===== config.mk =====
export PLATFORM = sky130hd
export DESIGN_NAME = puf_resp_uart_tx
export DESIGN_NICKNAME = d
export VERILOG_FILES = /design/src/rtl/puf_tx_pkg.sv /design/src/rtl/uart_tx_byte.sv /design/src/rtl/puf_resp_uart_tx.sv
export SDC_FILE = /design/constraint.sdc
export NUM_CORES = 1
export LEC_CHECK = 0
export ABC_AREA = 1
export BUFFER_PORTS_ARGS = -buffer_cell sky130_fd_sc_hd__buf_2
export CORE_AREA = 3 3 133 122
export DETAILED_ROUTE_END_ITERATION = 7
export DIE_AREA = 0 0 136 125
export PLACE_DENSITY = 0.76
export RECOVER_POWER = 25
export SLEW_MARGIN = 20
export SYNTH_ARGS = -nofsm -noshare
export SYNTH_HDL_FRONTEND = slang
export SYNTH_HIERARCHICAL = 1
export SYNTH_SLANG_ARGS = --single-unit

===== constraint.sdc =====
create_clock -name clk -period 2.9 [get_ports clk]
set_input_delay 0.29 -clock clk [delete_from_list [all_inputs] [get_ports clk]]
set_output_delay 0.29 -clock clk [all_outputs]
set_load 0.01 [all_outputs]

===== src/rtl/puf_tx_pkg.sv =====
// Shared types and constants for the PUF response UART transmitter.
package puf_tx_pkg;

    localparam int NUM_BYTES     = 16;
    localparam int BITS_PER_BYTE = 8;
    localparam int RESP_W        = 128;

    // Bit-level frame phases; ST_DONE is the terminal phase of a whole sequence.
    typedef enum logic [2:0] {
        ST_IDLE  = 3'd0,
        ST_START = 3'd1,
        ST_DATA  = 3'd2,
        ST_STOP  = 3'd3,
        ST_DONE  = 3'd4
    } state_e;

    // Sequence-level phases tracked by the top; per-bit phases live in uart_tx_byte.
    typedef enum logic [1:0] {
        SEQ_IDLE = 2'd0,
        SEQ_SEND = 2'd1,
        SEQ_DONE = 2'd2
    } seq_e;

    // Byte 0 is the most significant byte of the response.
    function automatic logic [BITS_PER_BYTE-1:0] resp_byte(
        input logic [RESP_W-1:0] resp,
        input logic [3:0]        idx
    );
        logic [RESP_W-1:0] shifted;
        shifted = resp << {idx, 3'b000};
        return shifted[RESP_W-1 -: BITS_PER_BYTE];
    endfunction

endpackage


===== src/rtl/uart_tx_byte.sv =====
// One 8N1 UART byte: start bit, 8 data bits LSB first, stop bit.
// A load in the final stop cycle chains the next byte with no idle gap.
module uart_tx_byte
    import puf_tx_pkg::*;
#(
    parameter int CLKS_PER_BIT = 868
) (
    input  logic       clk,
    input  logic       rst,
    input  logic       load,
    input  logic [7:0] data,
    output logic       tx,
    output logic       byte_done
);

    localparam logic [15:0] BAUD_RELOAD = 16'(CLKS_PER_BIT - 1);
    localparam logic [2:0]  LAST_BIT    = 3'(BITS_PER_BYTE - 1);

    state_e      state_q, state_d;
    logic [15:0] baud_q, baud_d;
    logic [2:0]  bit_q, bit_d;
    logic [7:0]  shift_q, shift_d;
    logic        tx_q, tx_d;
    logic        bit_end;

    assign bit_end = (baud_q == 16'd0);
    assign tx      = tx_q;

    always_ff @(posedge clk) begin
        if (rst) begin
            state_q <= ST_IDLE;
            baud_q  <= 16'd0;
            bit_q   <= 3'd0;
            shift_q <= 8'd0;
            tx_q    <= 1'b1;
        end else begin
            state_q <= state_d;
            baud_q  <= baud_d;
            bit_q   <= bit_d;
            shift_q <= shift_d;
            tx_q    <= tx_d;
        end
    end

    always_comb begin
        state_d   = state_q;
        baud_d    = bit_end ? BAUD_RELOAD : baud_q - 16'd1;
        bit_d     = bit_q;
        shift_d   = shift_q;
        tx_d      = tx_q;
        byte_done = 1'b0;

        case (state_q)
            ST_IDLE: begin
                baud_d = baud_q;
                tx_d   = 1'b1;
                if (load) begin
                    state_d = ST_START;
                    baud_d  = BAUD_RELOAD;
                    shift_d = data;
                    tx_d    = 1'b0;
                end
            end
            ST_START: begin
                if (bit_end) begin
                    state_d = ST_DATA;
                    bit_d   = 3'd0;
                    tx_d    = shift_q[0];
                end
            end
            ST_DATA: begin
                if (bit_end) begin
                    if (bit_q == LAST_BIT) begin
                        state_d = ST_STOP;
                        tx_d    = 1'b1;
                    end else begin
                        bit_d   = bit_q + 3'd1;
                        shift_d = shift_q >> 1;
                        tx_d    = shift_q[1];
                    end
                end
            end
            ST_STOP: begin
                if (bit_end) begin
                    byte_done = 1'b1;
                    if (load) begin
                        state_d = ST_START;
                        shift_d = data;
                        tx_d    = 1'b0;
                    end else begin
                        state_d = ST_IDLE;
                        baud_d  = 16'd0;
                        tx_d    = 1'b1;
                    end
                end
            end
            default: begin
                state_d = ST_IDLE;
                baud_d  = 16'd0;
                tx_d    = 1'b1;
            end
        endcase
    end

endmodule


===== src/rtl/puf_resp_uart_tx.sv =====
// Streams a latched 128-bit PUF response as 16 UART 8N1 bytes, once per puf_done rising edge.
// Define PUF_TX_CHECKSUM_EN to append a 17th byte holding the XOR of the response bytes.
module puf_resp_uart_tx
    import puf_tx_pkg::*;
#(
    parameter int CLKS_PER_BIT = 868
) (
    input  logic               clk,
    input  logic               rst,
    input  logic [RESP_W-1:0]  puf_out,
    input  logic               puf_done,
    output logic               tx,
    output logic               busy,
    output logic               frame_done,
    output logic [4:0]         byte_idx
);

`ifdef PUF_TX_CHECKSUM_EN
    localparam logic [4:0] LAST_IDX = 5'(NUM_BYTES);
`else
    localparam logic [4:0] LAST_IDX = 5'(NUM_BYTES - 1);
`endif

    seq_e              seq_q, seq_d;
    logic              puf_done_q;
    logic [RESP_W-1:0] hold_q, hold_d;
    logic [4:0]        idx_q, idx_d;
    logic              busy_q, busy_d;
    logic              done_q, done_d;
    logic              trigger;
    logic              last_byte;
    logic              load;
    logic              byte_done;
    logic [7:0]        load_byte;
    logic [7:0]        nxt_byte;
    logic [7:0]        first_byte;

`ifdef PUF_TX_CHECKSUM_EN
    logic [7:0] csum_q, csum_d;
    logic [4:0] nxt_idx;

    // Slot NUM_BYTES carries the running XOR instead of a response byte.
    assign nxt_idx  = idx_q + 5'd1;
    assign nxt_byte = (nxt_idx == 5'(NUM_BYTES)) ? csum_q : resp_byte(hold_q, nxt_idx[3:0]);
`else
    assign nxt_byte = resp_byte(hold_q, idx_q[3:0] + 4'd1);
`endif

    assign first_byte = resp_byte(puf_out, 4'd0);
    assign trigger    = puf_done & ~puf_done_q & (seq_q == SEQ_IDLE);
    assign last_byte  = (idx_q == LAST_IDX);

    assign busy       = busy_q;
    assign frame_done = done_q;
    assign byte_idx   = idx_q;

    uart_tx_byte #(
        .CLKS_PER_BIT(CLKS_PER_BIT)
    ) u_byte (
        .clk      (clk),
        .rst      (rst),
        .load     (load),
        .data     (load_byte),
        .tx       (tx),
        .byte_done(byte_done)
    );

    always_ff @(posedge clk) begin
        if (rst) begin
            seq_q      <= SEQ_IDLE;
            puf_done_q <= 1'b0;
            hold_q     <= '0;
            idx_q      <= 5'd0;
            busy_q     <= 1'b0;
            done_q     <= 1'b0;
`ifdef PUF_TX_CHECKSUM_EN
            csum_q     <= 8'd0;
`endif
        end else begin
            seq_q      <= seq_d;
            puf_done_q <= puf_done;
            hold_q     <= hold_d;
            idx_q      <= idx_d;
            busy_q     <= busy_d;
            done_q     <= done_d;
`ifdef PUF_TX_CHECKSUM_EN
            csum_q     <= csum_d;
`endif
        end
    end

    always_comb begin
        seq_d     = seq_q;
        hold_d    = hold_q;
        idx_d     = idx_q;
        busy_d    = busy_q;
        done_d    = done_q;
        load      = 1'b0;
        load_byte = nxt_byte;
`ifdef PUF_TX_CHECKSUM_EN
        csum_d    = csum_q;
`endif

        case (seq_q)
            SEQ_IDLE: begin
                // Byte 0 is taken straight from puf_out so its start bit follows the trigger by one cycle.
                if (trigger) begin
                    seq_d     = SEQ_SEND;
                    hold_d    = puf_out;
                    idx_d     = 5'd0;
                    busy_d    = 1'b1;
                    load      = 1'b1;
                    load_byte = first_byte;
`ifdef PUF_TX_CHECKSUM_EN
                    csum_d    = first_byte;
`endif
                end
            end
            SEQ_SEND: begin
                if (byte_done) begin
                    if (last_byte) begin
                        seq_d  = SEQ_DONE;
                        busy_d = 1'b0;
                        done_d = 1'b1;
                    end else begin
                        idx_d = idx_q + 5'd1;
                        load  = 1'b1;
`ifdef PUF_TX_CHECKSUM_EN
                        csum_d = csum_q ^ nxt_byte;
`endif
                    end
                end
            end
            SEQ_DONE: begin
                if (!puf_done) begin
                    seq_d  = SEQ_IDLE;
                    done_d = 1'b0;
                end
            end
            default: begin
                seq_d  = SEQ_IDLE;
                busy_d = 1'b0;
                done_d = 1'b0;
            end
        endcase
    end

endmodule


==> run_results.csv, run 1 <==
group,metric,value,unit
outcome,status,"finished clean",
route,drcViolationCount,0,
sta,tightest_slew,1060,ps
global_routing,grt_pass1_vias,7326,
synthesis,synth-seq-cells,168,
floorplan,dieArea,17000,sq um
worst_setup_path,rr_worst_depth,12,
sta,setup_viol,0,
sta,timing.final.crit_share,93.7,%
global_routing,grt_max_degree,103,
synthesis,synth-edff-count,0,
synthesis,synth_area_leaders,"dfxtp_1 (41%), nand2_1 (12%), a21oi_1 (8.9%)",
synthesis,synth.avg_cell_area,6.84,sq um
synthesis,syn_nets,1328,
synthesis,synthArstFlopShare,0,%
final_layout,layout_commonest_cell,"nand2_1",
synthesis,yosys.area.top_type_share,41.4,%
pwr,p_leak,4.33,nW
floorplan,die_y,125,um
sta,fin_crit,2720,ps
floorplan,initial_core_util,54.8,%
synthesis,synthXorXnorAreaFrac,0.955,%
clock_network,cts-root-buf,"clkbuf_16",
floorplan,row_count,42,
clock_network,ctsHoldBuffers,0,
worst_setup_path,cp-end-kind,"flop",
placed_design,dp.cells,1471,
min_path,hold_class,"in2reg",
placed_design,place.port_buffers,138,
route,drtPass1Iterations,5,
synthesis,yosysUniqueCellTypes,41,
worst_setup_path,reg2reg_from,"u_byte/state_q[1]",
final_layout,n_antenna_cell,0,
route,vias,7901,
worst_setup_path,crit_arrival,3040,ps
sta,worst_slack,182,ps
synthesis,synth-seq-area-share,41.4,%
min_path,worstHoldStart,"puf_out[118]",
worst_setup_path,r2r_slack,180,ps
global_routing,grtUsageTotal,25.2,%
final_layout,seqCellArea,3360,sq um
route,wl,21400,um
final_layout,fin_nets,1433,
route,viasPerCell,5.26,
clock_network,clk_pin_slew_worst_paths,60,ps
floorplan,core-area,14800,sq um
clock_network,post_cts_buffers,0,
placed_design,place_ws,225,ps
placed_design,place.gp.congestion,0.872,
final_layout,area_growth,17.7,%
worst_setup_path,crit_type,"reg2reg",
sta,hold_viol_final,0,
worst_setup_path,worst_r2r_endpoint,"u_byte/baud_q[14]",
route,wl_per_cell,14.2,um
flow_run,max_cap_viol_count,0,
synthesis,synth-main-ff-cell,"dfxtp_1",
synthesis,yosys_warnings,6,
sta,tns,0,ps
clock_network,cts_tree,"done",
route,ant_nets,0,
floorplan,io-pin-count,139,
worst_setup_path,startpoint_type,"flop",
pwr,vdd_ir_drop_max,0.490,mV
sta,slew_viol_final,0,
clock_network,clock_sinks,168,
min_path,hold-path-endpoint,"hold_q[118]",
clock_network,htree_levels,4,
clock_network,clock_latency,430,ps
sta,hold_ws,94.0,ps
final_layout,multiInputGateArea,3890,sq um
route,drt_iter0_markers,508,
sta,fin_skew,9.54,ps
final_layout,final_cell_mix,"nand2_1 (263), dfxtp_1 (167), a21oi_1 (144)",
synthesis,synthAdderAreaFrac,1.54,%
synthesis,synth_top_cell_by_area,"dfxtp_1",
clock_network,clock_path_buffers,2,
final_layout,fill_cells,1362,
sta,max_freq,368,MHz
synthesis,synth_top_family_by_area,"simple AND/OR/NAND/NOR gates",
synthesis,yosys.area_share.simple,27.0,%
min_path,hold_depth,3,
synthesis,syn_area,8120,sq um
clock_network,numCtsBuffers,17,
sta,grt_setup_unrepaired,"no",
final_layout,instances_no_fill,1503,
pwr,power_per_cell_area,959,nW/um^2
sta,relSlewSlack,29.2,%
final_layout,drive_gt1_share,16.8,%
placed_design,dpl.hpwl,14800,um
clock_network,post_cts_resized,0,
worst_setup_path,required,3220,ps
floorplan,die_x,136,um
synthesis,synthMuxAreaShare,0,%
synthesis,synth-compound-area-share,18.6,%
global_routing,grt_pass1_wl,34900,um
global_routing,grt_antenna_before_repair,0,
synthesis,synthCells,1187,
global_routing,grt_overflow,0,
worst_setup_path,worstPathMaxFanout,10,
-- synthesized netlist by cell type, types with 6 or more instances --
master / number
nand2_1: 264
dfxtp_1: 168
a21oi_1: 144
inv_1: 136
o21ai_0: 119
nand3_1: 108
nor2_1: 83
clkbuf_1: 33
buf_2: 27
o21ai_1: 16
ha_1: 10
inv_2: 7
nor2_4: 6
o2111ai_1: 6
or2_2: 6
xor2_1: 6
-- report_power, final --
group | switching, mW | internal [mW]
logic | 2.29 | 1.18
clock network | 0.925 | 1.57
registers | 0.274 | 2.92
total | 3.49 | 5.68
-- flip-flops by register name, summed over array words and instances (netlist names) --
name / flops
hold_q: 128
u_byte/baud_q: 16
u_byte/shift_q: 8
byte_idx: 5
u_byte/bit_q: 3
seq_q: 2
u_byte/state_q: 2
busy: 1
frame_done: 1
puf_done_q: 1
u_byte/tx: 1
-- metrics by stage --
step	total power, mW	utilization [%]	cell area [sq um]
after floorplan	5.90	-	8120
after global placement	6.59	60.3	8930
after detailed placement	6.66	60.3	8930
after CTS	9.19	64.7	9590
after global routing	9.79	64.5	9560
final	9.17	64.5	9560
-- critical path, stage by stage (launching register included) --
cell     delay [ps]
dfxtp_1         410
ha_1            410
nor4b_1         380
buf_4           190
nand3_1         150
nand2_2         190
nor2_4          100
inv_2           170
nand3_2         130
nor3b_2         250
nand3_1         100
nand2_1          90
nor2_2           30
-- layout make-up --
class | instances | area share (%)
Multi-Input combinational cell | 806 | 40.7
Timing Repair Buffer | 156 | 8.99
Clock buffer | 20 | 4.78
Tap cell | 198 | 2.59
Inverter | 143 | 5.67
Clock inverter | 12 | 2.07
Sequential cell | 168 | 35.2
-- cell families after synthesis --
kind of cell,count (synthesis)
simple gates,497
compound gates,291
buf+inv,213
flops,168
fa+ha+maj,10
xor+xnor,8
-- worst max path at each step --
stage	start	end	slack [ps]	cells after the start
floorplan	u_byte/baud_q[0]	u_byte/baud_q[14]	590	13
global placement	u_byte/baud_q[0]	u_byte/baud_q[14]	270	14
detailed placement	u_byte/baud_q[0]	u_byte/baud_q[14]	230	14
CTS	u_byte/state_q[1]	u_byte/baud_q[14]	160	12
global route	u_byte/baud_q[6]	u_byte/baud_q[5]	40	14
finish	u_byte/state_q[1]	u_byte/baud_q[14]	180	12
-- per-layer routing --
metal | GRT usage [%] | vias up | routed length (um)
met5 | 0 | - | 0
met4 | 8.54 | 0 | 466
met3 | 5.62 | 38 | 1430
met2 | 39.6 | 256 | 9790
met1 | 34.3 | 3571 | 9700
li1 | - | 4036 | -
Power figures use the tool's default switching activity.
==> run 2, diff against run 1 <==
- CORE_AREA: 3 3 133 122 -> 3 3 139 141
- DIE_AREA: 0 0 136 125 -> 0 0 142 144
- PLACE_DENSITY: 0.76 -> 0.64
- REMOVE_ABC_BUFFERS: unset -> 1
==> run 2 against run 1 <==
Effect of this change: setup slack improved by 150 ps; final area about the same; clock-buffer cell count up 1; via count fell by 3.7%; sequential power barely moved; critical path depth is 1 higher; critical endpoint unchanged; maximum frequency grew 6.0%.
==> run_results.csv, run 2 (same netlist as run 1, synthesis figures left out) <==
group,metric,value,unit
route,vias,7612,
final_layout,layout_commonest_cell,"nand2_1",
floorplan,core-area,18100,sq um
worst_setup_path,worst_r2r_endpoint,"u_byte/baud_q[14]",
route,wl,20900,um
final_layout,fin_nets,1434,
clock_network,cts-root-buf,"clkbuf_16",
final_layout,top_register,"hold_q",
global_routing,grt_max_degree,157,
worst_setup_path,cp-end-kind,"flop",
worst_setup_path,rr_worst_depth,13,
sta,grt_setup_unrepaired,"no",
route,ant_nets,0,
worst_setup_path,required,3220,ps
worst_setup_path,reg2reg_from,"u_byte/baud_q[0]",
clock_network,post_cts_buffers,0,
worst_setup_path,r2r_slack,340,ps
clock_network,clock_latency,430,ps
placed_design,dpl.hpwl,13800,um
clock_network,clk_pin_slew_worst_paths,70,ps
final_layout,drive_gt1_share,17.1,%
final_layout,largest_reg_flops,128,
worst_setup_path,crit_type,"reg2reg",
clock_network,numCtsBuffers,17,
worst_setup_path,critical-path-slowest-cell,"nor4b_4",
clock_network,clock_sinks,168,
global_routing,grt_overflow,0,
floorplan,io-pin-count,139,
placed_design,place.gp.congestion,0.814,
sta,slew_viol_final,0,
worst_setup_path,worstPathMaxFanout,10,
worst_setup_path,crit_chain,"inv_1 > ha_1 > nand2_4 > nor4b_4 > nand3_1 > nand2_1 > nor2_4 > inv_2 > nand3_2 > nor3b_2 > nand3_1 > nand2_1 > nor2_2",
final_layout,area_growth,17.6,%
global_routing,grt_pass1_vias,7261,
sta,timing.final.crit_share,88.4,%
placed_design,place.port_buffers,138,
worst_setup_path,max_stage_delay,360,ps
final_layout,fill_cells,1828,
clock_network,htree_levels,4,
global_routing,grt_pass1_wl,34900,um
sta,hold_viol_final,0,
floorplan,die_x,142,um
final_layout,final_cell_mix,"nand2_1 (264), dfxtp_1 (167), a21oi_1 (144)",
worst_setup_path,worstSetupPathDepth,13,
floorplan,die_y,144,um
sta,tightest_slew,685,ps
worst_setup_path,crit_buf_inv,2,
final_layout,n_antenna_cell,0,
pwr,power,8.84,mW
route,wl_per_cell,13.6,um
worst_setup_path,crit_family,"simple AND/OR/NAND/NOR gates",
global_routing,grtUsageTotal,21.1,%
floorplan,dieArea,20400,sq um
route,drtPass1Iterations,5,
outcome,status,"finished clean",
sta,fin_crit,2560,ps
clock_network,cts_tree,"done",
floorplan,row_count,49,
flow_run,max_cap_viol_count,0,
clock_network,clock_path_buffers,2,
final_layout,top_regs,"hold_q: 128 flops, u_byte/baud_q: 16 flops, u_byte/shift_q: 8 flops",
global_routing,grt_antenna_before_repair,1,
clock_network,ctsHoldBuffers,0,
pwr,vdd_ir_drop_max,0.461,mV
worst_setup_path,crit_arrival,2880,ps
sta,max_freq,390,MHz
pwr,p_leak,4.30,nW
worst_setup_path,startpoint,"u_byte/baud_q[0]",
route,viasPerCell,4.96,
floorplan,initial_core_util,44.9,%
sta,relSlewSlack,54.3,%
sta,worst_slack,336,ps
min_path,hold_class,"in2reg",
final_layout,final_core_util,52.8,%
worst_setup_path,startpoint_type,"flop",
clock_network,post_cts_resized,0,
route,drt_iter0_markers,459,
route,drcViolationCount,0,
final_layout,instances_no_fill,1535,
sta,setup_viol,0,
placed_design,place_ws,114,ps
sta,tns,0,ps
placed_design,dp.cells,1503,
sta,fin_skew,6.22,ps
worst_setup_path,setup.worst_path.end,"u_byte/baud_q[14]",
pwr,power_per_cell_area,925,nW/um^2
## run 2: cell count changes in the layout (fill, tap and decap cells not counted), moves of 3 or more
| cell | delta |
|---|---|
| o21ai_0 | +3 |
| buf_4 | +3 |
| bufinv_16 | -3 |
| o21ai_1 | -3 |
## run 2: layer usage
layer	routed length [um]	track usage, %
met1	10100	28.5
met2	9570	34.2
met3	972	4.27
met4	283	6.36
met5	14	0
## run 2: how the worst min path moves through the flow
stage | start | endpoint | slack (ps) | depth (start not counted)
floorplan | rst | busy | 360 | 1
global placement | hold_q[0] | hold_q[0] | 440 | 2
detailed placement | hold_q[75] | hold_q[75] | 440 | 2
CTS | puf_out[50] | hold_q[50] | 70 | 3
global route | puf_out[50] | hold_q[50] | 90 | 3
finish | puf_out[50] | hold_q[50] | 80 | 3
## run 2: worst reg2reg max path, stage by stage, from the launching register on
cell and delay, ps:
dfxtp_1 320, inv_1 70, ha_1 260, nand2_4 130, nor4b_4 360, nand3_1 180, nand2_1 260, nor2_4 120
inv_2 180, nand3_2 130, nor3b_2 230, nand3_1 100, nand2_1 90, nor2_2 30
## run 2: metrics by stage
stage / area (sq um) / hold WS (ps)
3_5_place_dp: 8990 / 443
2_1_floorplan: 7800 / 359
4_1_cts: 9560 / 69.3
5_1_grt: 9550 / 92.1
3_3_place_gp: 8990 / 440
6_report: 9550 / 81.9
## run 2: where the power goes
group | switching, mW | leakage (nW) | internal [mW]
combinational | 2.25 | 2.64 | 1.19
sequential | 0.262 | 1.38 | 2.92
clock | 0.930 | 0.281 | 1.29
total | 3.44 | 4.30 | 5.40
## run 2: area by class of cell
type                    count  area (sq um)  area share (%)
flip-flops and latches    168          3360            35.2
repair buffers            157           875            9.16
clock inverters            11           123            1.28
well taps                 229           287            3.00
multi-input cells         806          3910            40.9
clock buffers              21           450            4.72
inverters                 143           542            5.67
